`src/rtl/b9_test_pkg.sv`:
```
// Shared definitions for the b9 original/dual-candidate response path:
// response width, compactor FSM states and default MISR constants.
package b9_test_pkg;

   localparam int OUT_W = 21;

   localparam logic [23:0] DEF_POLY = 24'h5D6DCB;
   localparam logic [23:0] DEF_SEED = 24'hFEDCBA;

   typedef enum logic [1:0] {
      IDLE = 2'd0,
      RUN  = 2'd1,
      DONE = 2'd2
   } state_e;

endpackage

```
`src/rtl/b9_misr.sv`:
```
// Multiple-input signature register: Galois-style shift with polynomial
// feedback, XORing one response word per enabled cycle.
module b9_misr #(
   parameter int               SIG_W = 24,
   parameter logic [SIG_W-1:0] POLY  = b9_test_pkg::DEF_POLY,
   parameter logic [SIG_W-1:0] SEED  = b9_test_pkg::DEF_SEED
) (
   input  logic             clk,
   input  logic             rst,
   input  logic             load,
   input  logic             en,
   input  logic [SIG_W-1:0] din,
   output logic [SIG_W-1:0] sig
);

   logic [SIG_W-1:0] sig_q;
   logic [SIG_W-1:0] sig_d;

   // Load of the seed takes priority so a new run always starts clean.
   always_comb begin
      sig_d = sig_q;
      if (load) begin
         sig_d = SEED;
      end else if (en) begin
         sig_d = {sig_q[SIG_W-2:0], 1'b0} ^ (sig_q[SIG_W-1] ? POLY : '0) ^ din;
      end
   end

   always_ff @(posedge clk) begin
      if (rst) begin
         sig_q <= SEED;
      end else begin
         sig_q <= sig_d;
      end
   end

   assign sig = sig_q;

endmodule

```
`src/rtl/b9_resp_compactor.sv`:
```
// Compares original and dual-candidate b9 responses per vector, logs the
// first mismatch and compacts the original's responses into a signature.
module b9_resp_compactor #(
   parameter int               OUT_W = b9_test_pkg::OUT_W,
   parameter int               SIG_W = 24,
   parameter logic [SIG_W-1:0] POLY  = b9_test_pkg::DEF_POLY,
   parameter logic [SIG_W-1:0] SEED  = b9_test_pkg::DEF_SEED,
   parameter int               CNT_W = 16
) (
   input  logic             clk,
   input  logic             rst,
   input  logic             start,
   input  logic [CNT_W-1:0] num_vec,
   input  logic             in_valid,
   output logic             in_ready,
   input  logic [OUT_W-1:0] resp_a,
   input  logic [OUT_W-1:0] resp_b,
   input  logic [SIG_W-1:0] golden_sig,
   output logic             busy,
   output logic             done,
   output logic             pass,
   output logic [SIG_W-1:0] sig,
   output logic [CNT_W-1:0] vec_cnt,
   output logic             mismatch,
   output logic [CNT_W-1:0] first_mm_idx,
   output logic [OUT_W-1:0] first_mm_diff
);

   import b9_test_pkg::*;

   state_e           state_q;
   logic             busy_q;
   logic             done_q;
   logic [CNT_W-1:0] num_q;
   logic [CNT_W-1:0] cnt_q;
   logic             mm_q;
   logic [CNT_W-1:0] mmIdx_q;
   logic [OUT_W-1:0] mmDiff_q;

   logic             accept;
   logic             misrLoad;

   assign accept   = in_valid && busy_q;
   assign misrLoad = start && !busy_q;

   // busy/done are registered alongside the state so in_ready never
   // depends combinationally on any input.
   always_ff @(posedge clk) begin
      if (rst) begin
         state_q  <= IDLE;
         busy_q   <= 1'b0;
         done_q   <= 1'b0;
         num_q    <= '0;
         cnt_q    <= '0;
         mm_q     <= 1'b0;
         mmIdx_q  <= '0;
         mmDiff_q <= '0;
      end else begin
         case (state_q)
            IDLE, DONE: begin
               if (start) begin
                  num_q    <= num_vec;
                  cnt_q    <= '0;
                  mm_q     <= 1'b0;
                  mmIdx_q  <= '0;
                  mmDiff_q <= '0;
                  if (num_vec != '0) begin
                     state_q <= RUN;
                     busy_q  <= 1'b1;
                     done_q  <= 1'b0;
                  end else begin
                     state_q <= DONE;
                     busy_q  <= 1'b0;
                     done_q  <= 1'b1;
                  end
               end
            end
            RUN: begin
               if (in_valid) begin
                  cnt_q <= cnt_q + CNT_W'(1);
                  if ((resp_a != resp_b) && !mm_q) begin
                     mm_q     <= 1'b1;
                     mmIdx_q  <= cnt_q;
                     mmDiff_q <= resp_a ^ resp_b;
                  end
                  if (cnt_q == num_q - CNT_W'(1)) begin
                     state_q <= DONE;
                     busy_q  <= 1'b0;
                     done_q  <= 1'b1;
                  end
               end
            end
            default: begin
               state_q <= IDLE;
               busy_q  <= 1'b0;
               done_q  <= 1'b0;
            end
         endcase
      end
   end

   b9_misr #(
      .SIG_W (SIG_W),
      .POLY  (POLY),
      .SEED  (SEED)
   ) u_misr (
      .clk  (clk),
      .rst  (rst),
      .load (misrLoad),
      .en   (accept),
      .din  (SIG_W'(resp_a)),
      .sig  (sig)
   );

   assign in_ready      = busy_q;
   assign busy          = busy_q;
   assign done          = done_q;
   assign vec_cnt       = cnt_q;
   assign mismatch      = mm_q;
   assign first_mm_idx  = mmIdx_q;
   assign first_mm_diff = mmDiff_q;
   assign pass          = done_q && (sig == golden_sig) && !mm_q;

endmodule

```
`config.mk`:
```
export PLATFORM = sky130hd
export DESIGN_NAME = b9_resp_compactor
export DESIGN_NICKNAME = d
export VERILOG_FILES = /design/src/rtl/b9_test_pkg.sv /design/src/rtl/b9_misr.sv /design/src/rtl/b9_resp_compactor.sv
export SDC_FILE = /design/constraint.sdc
export NUM_CORES = 1
export LEC_CHECK = 0
export BUFFER_PORTS_ARGS = -buffer_cell sky130_fd_sc_hd__clkbuf_2
export CORE_UTILIZATION = 35
export CTS_CLUSTER_DIAMETER = 100
export DETAILED_ROUTE_END_ITERATION = 12
export GPL_TIMING_DRIVEN = 0
export MAX_ROUTING_LAYER = met4
export PLACE_DENSITY_LB_ADDON = 0.08
export SETUP_SLACK_MARGIN = 0.15
export SLEW_MARGIN = 5
export SYNTH_ARGS = -nofsm -noshare
export SYNTH_HDL_FRONTEND = slang
export SYNTH_SLANG_ARGS = --single-unit
```
`constraint.sdc`:
```
create_clock -name clk -period 2.85 [get_ports clk]
set_clock_uncertainty 0.05 [all_clocks]
set_input_delay 0.4275 -clock clk [delete_from_list [all_inputs] [get_ports clk]]
set_output_delay 0.4275 -clock clk [all_outputs]
set_load 0.01 [all_outputs]
```
=== Word level (Yosys, flattened, before mapping) ===
Cells that the tools add are included.

* Register bits after elaboration: 98
* Input bits: 86
* Output and inout bits: 82
* Word-level logic and storage cells: 69

* Add/sub/neg operators: 2
* Equality and inequality tests: 9
* Mux-type cells: 30
* Bitwise operators: 3
* Reduce and logical (&&, ||, !) cells: 16

{| class="wikitable"
|+ Operator list
! cell !! count
|-
| $mux 16 || 4
|-
| $pmux 16 s2 || 2
|-
| $mux 21 || 3
|-
| $pmux 21 s2 || 1
|-
| $eq 24x24->1 || 1
|-
| $xor 24x21->24 || 1
|-
| $xor 24x24->24 || 1
|-
| $mux 23 || 1
|-
| $ne 21x21->1 || 1
|-
| $xor 21x21->21 || 1
|-
| $add 16x1->16 const B || 1
|-
| $eq 16x16->1 || 1
|-
| $reduce_bool 16->1 || 1
|-
| $sub 16x1->16 const B || 1
|-
| $mux 1 || 11
|-
| $mux 2 || 4
|-
| $ne 2x2->1 const B || 4
|-
| $pmux 1 s2 || 3
|-
| $reduce_and 3->1 || 2
|-
| $logic_and 1x1->1 || 5
|-
| $pmux 2 s2 || 1
|-
| $reduce_and 4->1 || 1
|-
| $reduce_or 2->1 || 2
|-
| $eq 2x1->1 const B || 1
|-
| 5 further kinds || 6
|}

=== Longest topological paths before layout ===
Gate-level depths: netlist of the first run.

* Depth in word-level cells: 5
* Gate-level depth with buffers: 9
* Depth with buffers taken out: 9

=== Hierarchy ===
From an unflattened synthesis of the first run, not the netlist that was laid out.

* Cells, all modules: 623
* Area total of the unflattened synthesis: 5,311.3 µm²

{| class="wikitable"
|+ Modules (own cells, without submodules)
! module !! instances !! cells an instance !! area an instance (µm²) !! seq. area each (µm²)
|-
| b9_resp_compactor || 1 || 501 || 4,107.7 || 1,461.4
|-
| b9_misr || 1 || 122 || 1,203.7 || 480.5
|}

=== Worst setup path before layout of the first run ===
Ideal clock, no wire load.

* Kind: register to register
* Start point: reg num_q[2]
* End point: reg state_q[0]
* Library setup time: 131 ps
* Arrival time: 2,140 ps
* Data required time: 2,669 ps
* Setup slack: 529 ps
* Cell stages (with the launch flop): 9
* Path buffers: 2
* Period minus slack after synthesis: 2,321 ps
* Cells stage by stage: dfxtp_1 -> buf_6 -> or4_4 -> buf_6 -> or4b_4 -> xnor2_2 -> a211oi_1 -> and4b_1 -> a31oi_1

* Word-level cells in the longest chain between the ends: 4

{| class="wikitable"
|+ RTL lines
! element !! line !! source
|-
| start, declared || b9_resp_compactor.sv:34 || <nowiki>logic [CNT_W-1:0] num_q;</nowiki>
|-
| start signal, assigned || b9_resp_compactor.sv:62 || <nowiki>num_q <= num_vec;</nowiki>
|-
| $sub 16x1->16 || b9_resp_compactor.sv:86 || <nowiki>if (cnt_q == num_q - CNT_W'(1)) begin</nowiki>
|-
| $eq 16x16->1 || b9_resp_compactor.sv:86 ||
|-
| $ne 2x2->1 (no line) || - ||
|-
| $reduce_and 3->1 (no line) || - ||
|-
| end signal, assigned || b9_resp_compactor.sv:72 || <nowiki>state_q <= DONE;</nowiki>
|-
| end signal, assigned || b9_resp_compactor.sv:87 || <nowiki>state_q <= DONE;</nowiki>
|-
| end signal, assigned || b9_resp_compactor.sv:94 || <nowiki>state_q <= IDLE;</nowiki>
|-
| end, declared || b9_resp_compactor.sv:31 || <nowiki>state_e state_q;</nowiki>
|}

No other way between the ends.
A chain may end at the register's enable or synchronous reset.

=== Worst setup path after layout of the first run ===
* Start point: reg num_q[8]
* End point: reg state_q[0]

The elaborated chain is that of the path after synthesis.

==> flow_summary.ini, run 1 <==
[run_status]
status = finished, final reports clean

[yosys]
yosysSeqAreaShare = 0.385
syn_area_sq_um = 5050
synth.avg_cell_area_sq_um = 8.11
synth-edff-count = 0
synth_mux_area_frac = 0.00991
yosysUniqueCellTypes = 50
yosys.area_share.simple = 0.237
ys_ff_latch = 97
synth_top_family_by_area = simple AND/OR/NAND/NOR gates
synthCells = 623
synth_adder_area_share = 0.00496
synth-xor-area-share = 0.192
synth_nets = 711
synth_ff_type = dfxtp_1
ys.warnings.count = 0
async_flop_share = 0
synth-compound-area-share = 0.122

[setup_path]
worstPathMaxFanout = 7
critPathKind = reg -> reg
crit_end = state_q[0]$_SDFFE_PP0P_
reg2reg_depth = 8
reg2reg_from = num_q[8]$_SDFFE_PP0P_
start_kind = flip-flop
r2r_slack_ps = 230
required_ps = 3030
reg2reg_to = state_q[0]$_SDFFE_PP0P_
arrival_ps = 2800
crit_start = num_q[8]$_SDFFE_PP0P_
crit_path_end_kind = flip-flop

[timing]
rsz0062_at_grt = true
max_slew_margin = 0.471
tns_ps = 0
fin_crit_ps = 2620
clock.fmax_ghz = 0.382
worstMarginPinSlew_ps = 794
hold_viol = 0
min_period_over_period = 0.919
setup_viol = 0
drv_slew = 0

[pwr]
seqPwrFrac = 0.446
power_density_nw_per_um2 = 507
clkPwrFrac = 0.367
combPwrFrac = 0.186
switching_power_w = 0.000975
p_total_w = 0.00325
vdd_drop_max_mv = 0.294
power.leakage_nw = 2.69
p_int_w = 0.00227
sw_frac_of_total = 0.300

[detailed_routing]
top_layer = met4
detail-route-antenna-nets = 0
met3_length_um = 826
met2WireLength_um = 7840
vias_per_cell = 5.09
vias = 5007
wl_per_cell_um = 16.6
drtIter0Drc = 269
drcViolationCount = 0
wl_met1_um = 7310
routed_wirelength_um = 16300
dr.pass1.iters = 5

[die]
ios = 168
coreArea_sq_um = 14000
die_h_um = 122
num_rows = 43
fp.dieW_um = 122
start_util = 0.361
die_area_sq_um = 14900

[clock_tree]
cts_tree = yes
cts_sinks = 97
clk_pin_slew_ps = 70
cts_root_buffer = clkbuf_16
cts_buffers = 9
hold_buffers = 0
post_cts_resized = 0
clock_path_buffers = 2
clock_latency_ps = 360
htree_levels = 3
post_cts_buffers = 0

[global_routing]
antenna_found_initial = 0
grtUsageTotal = 0.232
grt_start_max_net_pins = 18
grt-ovfl-total = 0
grt_pass1_wl_um = 25200
grt_pass1_vias = 4809

[layout]
n_antenna_cell = 0
most-common-layout-cells = clkbuf_2 (168), nand2_1 (111), dfxtp_1 (97)
final_area_sq_um = 6400
n_fill_cell = 1445
layout.cells.non_filler = 984
drive_gt1_frac = 0.251
layout_commonest_cell = clkbuf_2
area_growth_pct = 26.8
fin_nets = 887

[placed_design]
gp_congestion = 0.890
place.detailed.hpwl_um = 12900
port-buffer-count = 165
placed_area_sq_um = 6100
post-place-cells = 968

[hold_path]
hold_path_class = in -> reg
hold_depth = 3

[flow_run]
maxCapViolCount = 0
-- metrics by stage --
step / hold WS (ps) / util / setup slack [ps]
2_1_floorplan: 398 / - / 529
4_1_cts: 252 / 0.457 / 153
6_report: 261 / 0.458 / 231
3_3_place_gp: 389 / 0.436 / 38.4
5_1_grt: 271 / 0.458 / 148
3_5_place_dp: 396 / 0.436 / 31.1
-- metal layers --
layer / global-route usage / up-vias
li1: - / 2486
met1: 0.285 / 2350
met2: 0.383 / 154
met3: 0.0440 / 17
met4: 0.0747 / 0
met5: - / -
-- worst max-delay path: stages, from the launching register on --
cell	delay [ps]
dfxtp_1	310
buf_6	130
nor4_1	540
nand2_4	110
or4b_4	510
xnor2_2	160
a211oi_1	250
and4b_1	340
a31oi_1	100
-- cell families after synthesis --
family                   Yosys count
adder cells (fa/ha/maj)            2
flip-flops                        97
XOR/XNOR                         110
AND/OR/NAND/NOR                  251
AO/OA/AOI/OAI                    105
buffers and inverters             53
multiplexers                       5
-- registers in the layout (all words and copies together), names as in the netlist --
| signal | count |
|---|---|
| u_misr.sig | 24 |
| first_mm_diff | 21 |
| first_mm_idx | 16 |
| num_q | 16 |
| vec_cnt | 16 |
| state_q | 2 |
| busy | 1 |
| mismatch | 1 |
-- worst min-delay path by stage --
stage / start / endpoint / slack [ps]
3_3_place_gp: first_mm_diff[2]$_SDFFE_PP0P_ / first_mm_diff[2]$_SDFFE_PP0P_ / 390
4_1_cts: num_vec[4] / num_q[4]$_SDFFE_PP0P_ / 250
5_1_grt: num_vec[6] / num_q[6]$_SDFFE_PP0P_ / 270
3_5_place_dp: first_mm_diff[11]$_SDFFE_PP0P_ / first_mm_diff[11]$_SDFFE_PP0P_ / 400
2_1_floorplan: num_q[15]$_SDFFE_PP0P_ / num_q[15]$_SDFFE_PP0P_ / 400
6_report: num_vec[4] / num_q[4]$_SDFFE_PP0P_ / 260
-- area by class of cell --
class | instances | area [sq um] | share of cell area
multi-input cells | 473 | 2870 | 0.448
flip-flops and latches | 97 | 1940 | 0.303
repair buffers | 165 | 826 | 0.129
clock buffers | 10 | 239 | 0.0373
well taps | 180 | 225 | 0.0352
plain buffers | 44 | 218 | 0.0340
clock inverters | 6 | 52.6 | 0.00821
inverters | 9 | 33.8 | 0.00528
-- synthesized netlist by cell type (3+ instances only) --
library cell / count / area share
buf_4: 3 / 0.0045
clkbuf_1: 33 / 0.025
inv_1: 9 / 0.0067
buf_6: 5 / 0.011
xnor2_1: 47 / 0.082
o211ai_1: 16 / 0.024
nand3_1: 44 / 0.044
nor4_1: 16 / 0.020
nor2_1: 32 / 0.024
buf_1: 3 / 0.0022
a21oi_1: 65 / 0.064
nand4_1: 13 / 0.016
a211oi_1: 5 / 0.0074
nand2_1: 111 / 0.083
mux2i_1: 5 / 0.0099
dfxtp_1: 97 / 0.38
nor3_1: 10 / 0.0099
o21ai_0: 4 / 0.0040
xor2_1: 62 / 0.11
a31oi_1: 4 / 0.0050
-- power by group through the flow --
stage | Sequential, W | Clock (W) | Combinational, W
final | 0.00145 | 0.00119 | 0.000606
after detailed placement | 0.00148 | 0 | 0.000603
after floorplan | 0.00148 | 0 | 0.000378
after global routing | 0.00146 | 0.00129 | 0.000670
after global placement | 0.00148 | 0 | 0.000598
after CTS | 0.00145 | 0.00123 | 0.000606
Note: power is estimated with default switching activity, not from simulation.
==> run 2, diff against run 1 <==
- CORE_UTILIZATION: 35 -> 37
==> flow_summary.ini, run 2 (synthesized netlist as in run 1, its figures left out) <==
[run_status]
status = finished, final reports clean

[layout]
seq_area_sq_um = 1940
area_growth_pct = 27.2
largest_register_ffs = 24
multiInputGateArea_sq_um = 2870
drive_gt1_frac = 0.250
fin_nets = 887
n_fill_cell = 1386
final_area_sq_um = 6420
n_antenna_cell = 0
most-common-layout-cells = clkbuf_2 (169), nand2_1 (111), dfxtp_1 (97)
layout_commonest_cell = clkbuf_2

[clock_tree]
clock_path_buffers = 2
cts_root_buffer = clkbuf_16
clock_latency_ps = 340
hold_buffers = 0
cts_tree = yes
clk_pin_slew_ps = 70
post_cts_resized = 0
cts_buffers = 9
cts_sinks = 97
htree_levels = 3
post_cts_buffers = 0

[setup_path]
arrival_ps = 2710
critPathKind = reg -> reg
crit_path_end_kind = flip-flop
reg2reg_depth = 8
reg2reg_to = state_q[0]$_SDFFE_PP0P_
reg2reg_from = num_q[0]$_SDFFE_PP0P_
crit_buf_inv = 1
r2r_slack_ps = 300
slowest_delay_ps = 480
cpMostUsedCell = a31oi_1
crit_family = simple AND/OR/NAND/NOR gates
required_ps = 3010
start_kind = flip-flop
path_cells = inv_1, ha_1, or3b_1, nor4_1, a31oi_1, nor4_2, and4b_1, a31oi_1
critical_path.slowest_cell = or3b_1
worstPathMaxFanout = 6

[die]
fp.dieW_um = 119
die_area_sq_um = 14100
die_h_um = 119
num_rows = 42
coreArea_sq_um = 13300
ios = 168
start_util = 0.380

[detailed_routing]
drcViolationCount = 0
dr.pass1.iters = 4
drtIter0Drc = 200
routed_wirelength_um = 15600
detail-route-antenna-nets = 0
vias_per_cell = 5.05
wl_per_cell_um = 15.9
vias = 4947

[global_routing]
grt_start_max_net_pins = 16
grt_pass1_wl_um = 24900
grt_pass1_vias = 4729
grt-ovfl-total = 0
grtUsageTotal = 0.233
antenna_found_initial = 0

[pwr]
switching_power_w = 0.000931
sw_frac_of_total = 0.278
combPwrFrac = 0.180
power.leakage_nw = 2.70
vdd_drop_max_mv = 0.272
power_density_nw_per_um2 = 521
seqPwrFrac = 0.434
clkPwrFrac = 0.386
p_total_w = 0.00334
p_int_w = 0.00241

[hold_path]
hold_depth = 3
hold_path_class = in -> reg
hold_start = num_vec[6]
holdPathEnd = num_q[6]$_SDFFE_PP0P_

[flow_run]
maxCapViolCount = 0

[timing]
drv_slew = 0
hold_viol = 0
clock.fmax_ghz = 0.391
rsz0062_at_grt = false
max_slew_margin = 0.447
tns_ps = 0
worstMarginPinSlew_ps = 830
setup_viol = 0
min_period_over_period = 0.896
fin_crit_ps = 2550

[placed_design]
port-buffer-count = 165
placed_area_sq_um = 6100
gp_congestion = 0.978
place.detailed.hpwl_um = 12400
## run 2: cell type report
cell class,instances,share of cell area
clock inverter,5,0.0127
buffer,44,0.0341
multi-input combinational,473,0.447
inverter,9,0.00526
tap,176,0.0343
clock buffer,10,0.0356
timing repair buffer,165,0.129
sequential,97,0.302
## run 2: through the flow
stage           util  hold slack [ps]  instances  setup WS [ps]
6_report       0.483              268        979            295
5_1_grt        0.483              277        979            168
4_1_cts        0.482              259        979            150
3_5_place_dp   0.458              396        964           25.8
3_3_place_gp   0.458              393        964           58.5
2_1_floorplan      -              398        623            529
## run 2: worst max path at each step
stage | start | endpoint | cells past startpoint
2_1_floorplan | num_q[2]$_SDFFE_PP0P_ | state_q[0]$_SDFFE_PP0P_ | 8
3_3_place_gp | resp_a[10] | first_mm_diff[11]$_SDFFE_PP0P_ | 10
3_5_place_dp | resp_a[3] | first_mm_idx[3]$_SDFFE_PP0P_ | 10
4_1_cts | u_misr.sig[23]$_SDFFE_PP1P_ | pass | 6
5_1_grt | num_q[8]$_SDFFE_PP0P_ | state_q[0]$_SDFFE_PP0P_ | 8
6_report | num_q[0]$_SDFFE_PP0P_ | state_q[0]$_SDFFE_PP0P_ | 8
## run 2: layer usage
metal  share of wire  wire, um  GRT usage
met1            0.42      6600      0.275
met5               0         0          -
met2            0.51      7960      0.402
met3           0.051       789     0.0469
met4           0.015       238     0.0649
## run 2: power groups by stage
stage | sequential [W] | combinational (W) | clock (W)
floorplan | 0.00148 | 0.000378 | 0
CTS | 0.00145 | 0.000603 | 0.00132
global route | 0.00146 | 0.000669 | 0.00137
finish | 0.00145 | 0.000603 | 0.00129
global placement | 0.00148 | 0.000592 | 0
detailed placement | 0.00148 | 0.000600 | 0
## run 2: worst reg2reg max path: stages (launching register included)
cell and delay [ps]:
dfxtp_1 370, inv_1 80, ha_1 230, or3b_1 480, nor4_1 330, a31oi_1 150
nor4_2 290, and4b_1 320, a31oi_1 120
==> run 3, diff against run 2 <==
- CORE_UTILIZATION: 37 -> 40
==> flow_summary.ini, run 3 (synthesized netlist as in run 1, its figures left out) <==
[clock_tree]
cts_root_buffer = clkbuf_16
cts_sinks = 97
cts_buffers = 9
clk_pin_slew_ps = 70
cts_tree = yes
hold_buffers = 0
htree_levels = 3
clock_latency_ps = 350
clock_path_buffers = 2

[detailed_routing]
drtIter0Drc = 300
drcViolationCount = 0
routed_wirelength_um = 15500
vias_per_cell = 5.09
wl_per_cell_um = 15.9
dr.pass1.iters = 4
detail-route-antenna-nets = 0
vias = 4945

[setup_path]
path_cells = or4_4, buf_6, or4b_4, xnor2_2, a211oi_1, and4b_1, a31oi_1
slowest_delay_ps = 550
start_kind = flip-flop
critical_path.slowest_cell = or4_4
reg2reg_depth = 7
arrival_ps = 2790
required_ps = 3020
r2r_slack_ps = 230
crit_path_end_kind = flip-flop
critPathKind = reg -> reg
worstPathMaxFanout = 8

[timing]
min_period_over_period = 0.919
setup_viol = 0
fin_ws_ps = 230
max_slew_margin = 0.501
rsz0062_at_grt = false
worstMarginPinSlew_ps = 749
drv_slew = 0
whs_ps = 269
tns_ps = 0
clock.fmax_ghz = 0.382
hold_viol = 0
fin_crit_ps = 2620

[pwr]
vdd_drop_max_mv = 0.296
power.leakage_nw = 2.70
power_density_nw_per_um2 = 518

[die]
die_h_um = 114
num_rows = 40
start_util = 0.415
fp.dieW_um = 114
coreArea_sq_um = 12200
ios = 168
die_area_sq_um = 13100

[hold_path]
hold_path_class = in -> reg
hold_depth = 3

[layout]
finish.utilization = 0.528
drive_gt1_frac = 0.251
layout.cells.non_filler = 972
n_fill_cell = 1224
largest_register_ffs = 24
area_growth_pct = 27.2
most-common-layout-cells = clkbuf_2 (166), nand2_1 (111), dfxtp_1 (97)
n_antenna_cell = 0
fin_nets = 887
layout_commonest_cell = clkbuf_2

[global_routing]
grt_start_max_net_pins = 18
antenna_found_initial = 0
grtUsageTotal = 0.252
grt_pass1_vias = 4786
grt-ovfl-total = 0
grt_pass1_wl_um = 24400

[run_status]
status = finished, final reports clean

[placed_design]
place.detailed.hpwl_um = 12300
gp_congestion = 0.881
post-place-cells = 956
port-buffer-count = 165
dp_worst_setup_slack_ps = 19.5

[flow_run]
maxCapViolCount = 0
-- run 3: changes by cell type in the layout (fill, tap and decap cells not counted), sizes merged --
cell / before / now
bufinv: 2 / 1
clkinv: 2 / 1
inv: 9 / 12
-- run 3: metal layers --
metal,global-route usage,vias up,routed length [um]
met1,0.300,2297,6720
met4,0.0857,0,285
met5,-,-,0
li1,-,2491,-
met3,0.0461,18,764
met2,0.430,139,7700
-- run 3: path summary, 6_finish.rpt --
check | startpoint | endpoint
max reg2reg | num_q[0]$_SDFFE_PP0P_ | state_q[0]$_SDFFE_PP0P_
max | num_q[0]$_SDFFE_PP0P_ | state_q[0]$_SDFFE_PP0P_
min | num_vec[14] | num_q[14]$_SDFFE_PP0P_
min reg2reg | first_mm_diff[16]$_SDFFE_PP0P_ | first_mm_diff[16]$_SDFFE_PP0P_
-- run 3: layout make-up --
type | count | area, sq um | share of cell area
sequential | 97 | 1940 | 0.302
inverter | 9 | 33.8 | 0.00526
clock inverter | 6 | 72.6 | 0.0113
buffer | 44 | 215 | 0.0335
multi-input combinational | 473 | 2880 | 0.449
tap | 168 | 210 | 0.0327
clock buffer | 10 | 239 | 0.0372
timing repair buffer | 165 | 826 | 0.129
-- run 3: what timing repair did --
action | CTS | global route
buffers inserted | 0 | 0
endpoints found under the setup margin | 0 | 6
resized for setup | 0 | 6
-- run 3: through the flow --
| step | total power, W | area, sq um |
|---|---|---|
| 6_report | 0.00332 | 6420 |
| 5_1_grt | 0.00347 | 6420 |
| 4_1_cts | 0.00334 | 6400 |
| 3_5_place_dp | 0.00208 | 6090 |
| 3_3_place_gp | 0.00207 | 6090 |
| 2_1_floorplan | 0.00186 | 5050 |
-- run 3: where the power goes --
group,leakage [nW],internal (W),total [W],switching [W]
clock network,0.150,0.000715,0.00127,0.000554
registers,0.788,0.00140,0.00145,0.0000514
logic,1.76,0.000249,0.000604,0.000355
total,2.70,0.00236,0.00332,0.000960
-- run 3: worst max-delay path: cells and delay by family (launching register included) --
kind	cells	cell delay, ps
flops	1	360
xor+xnor	1	160
simple gates	3	1390
compound gates	2	380
buf+inv	1	150
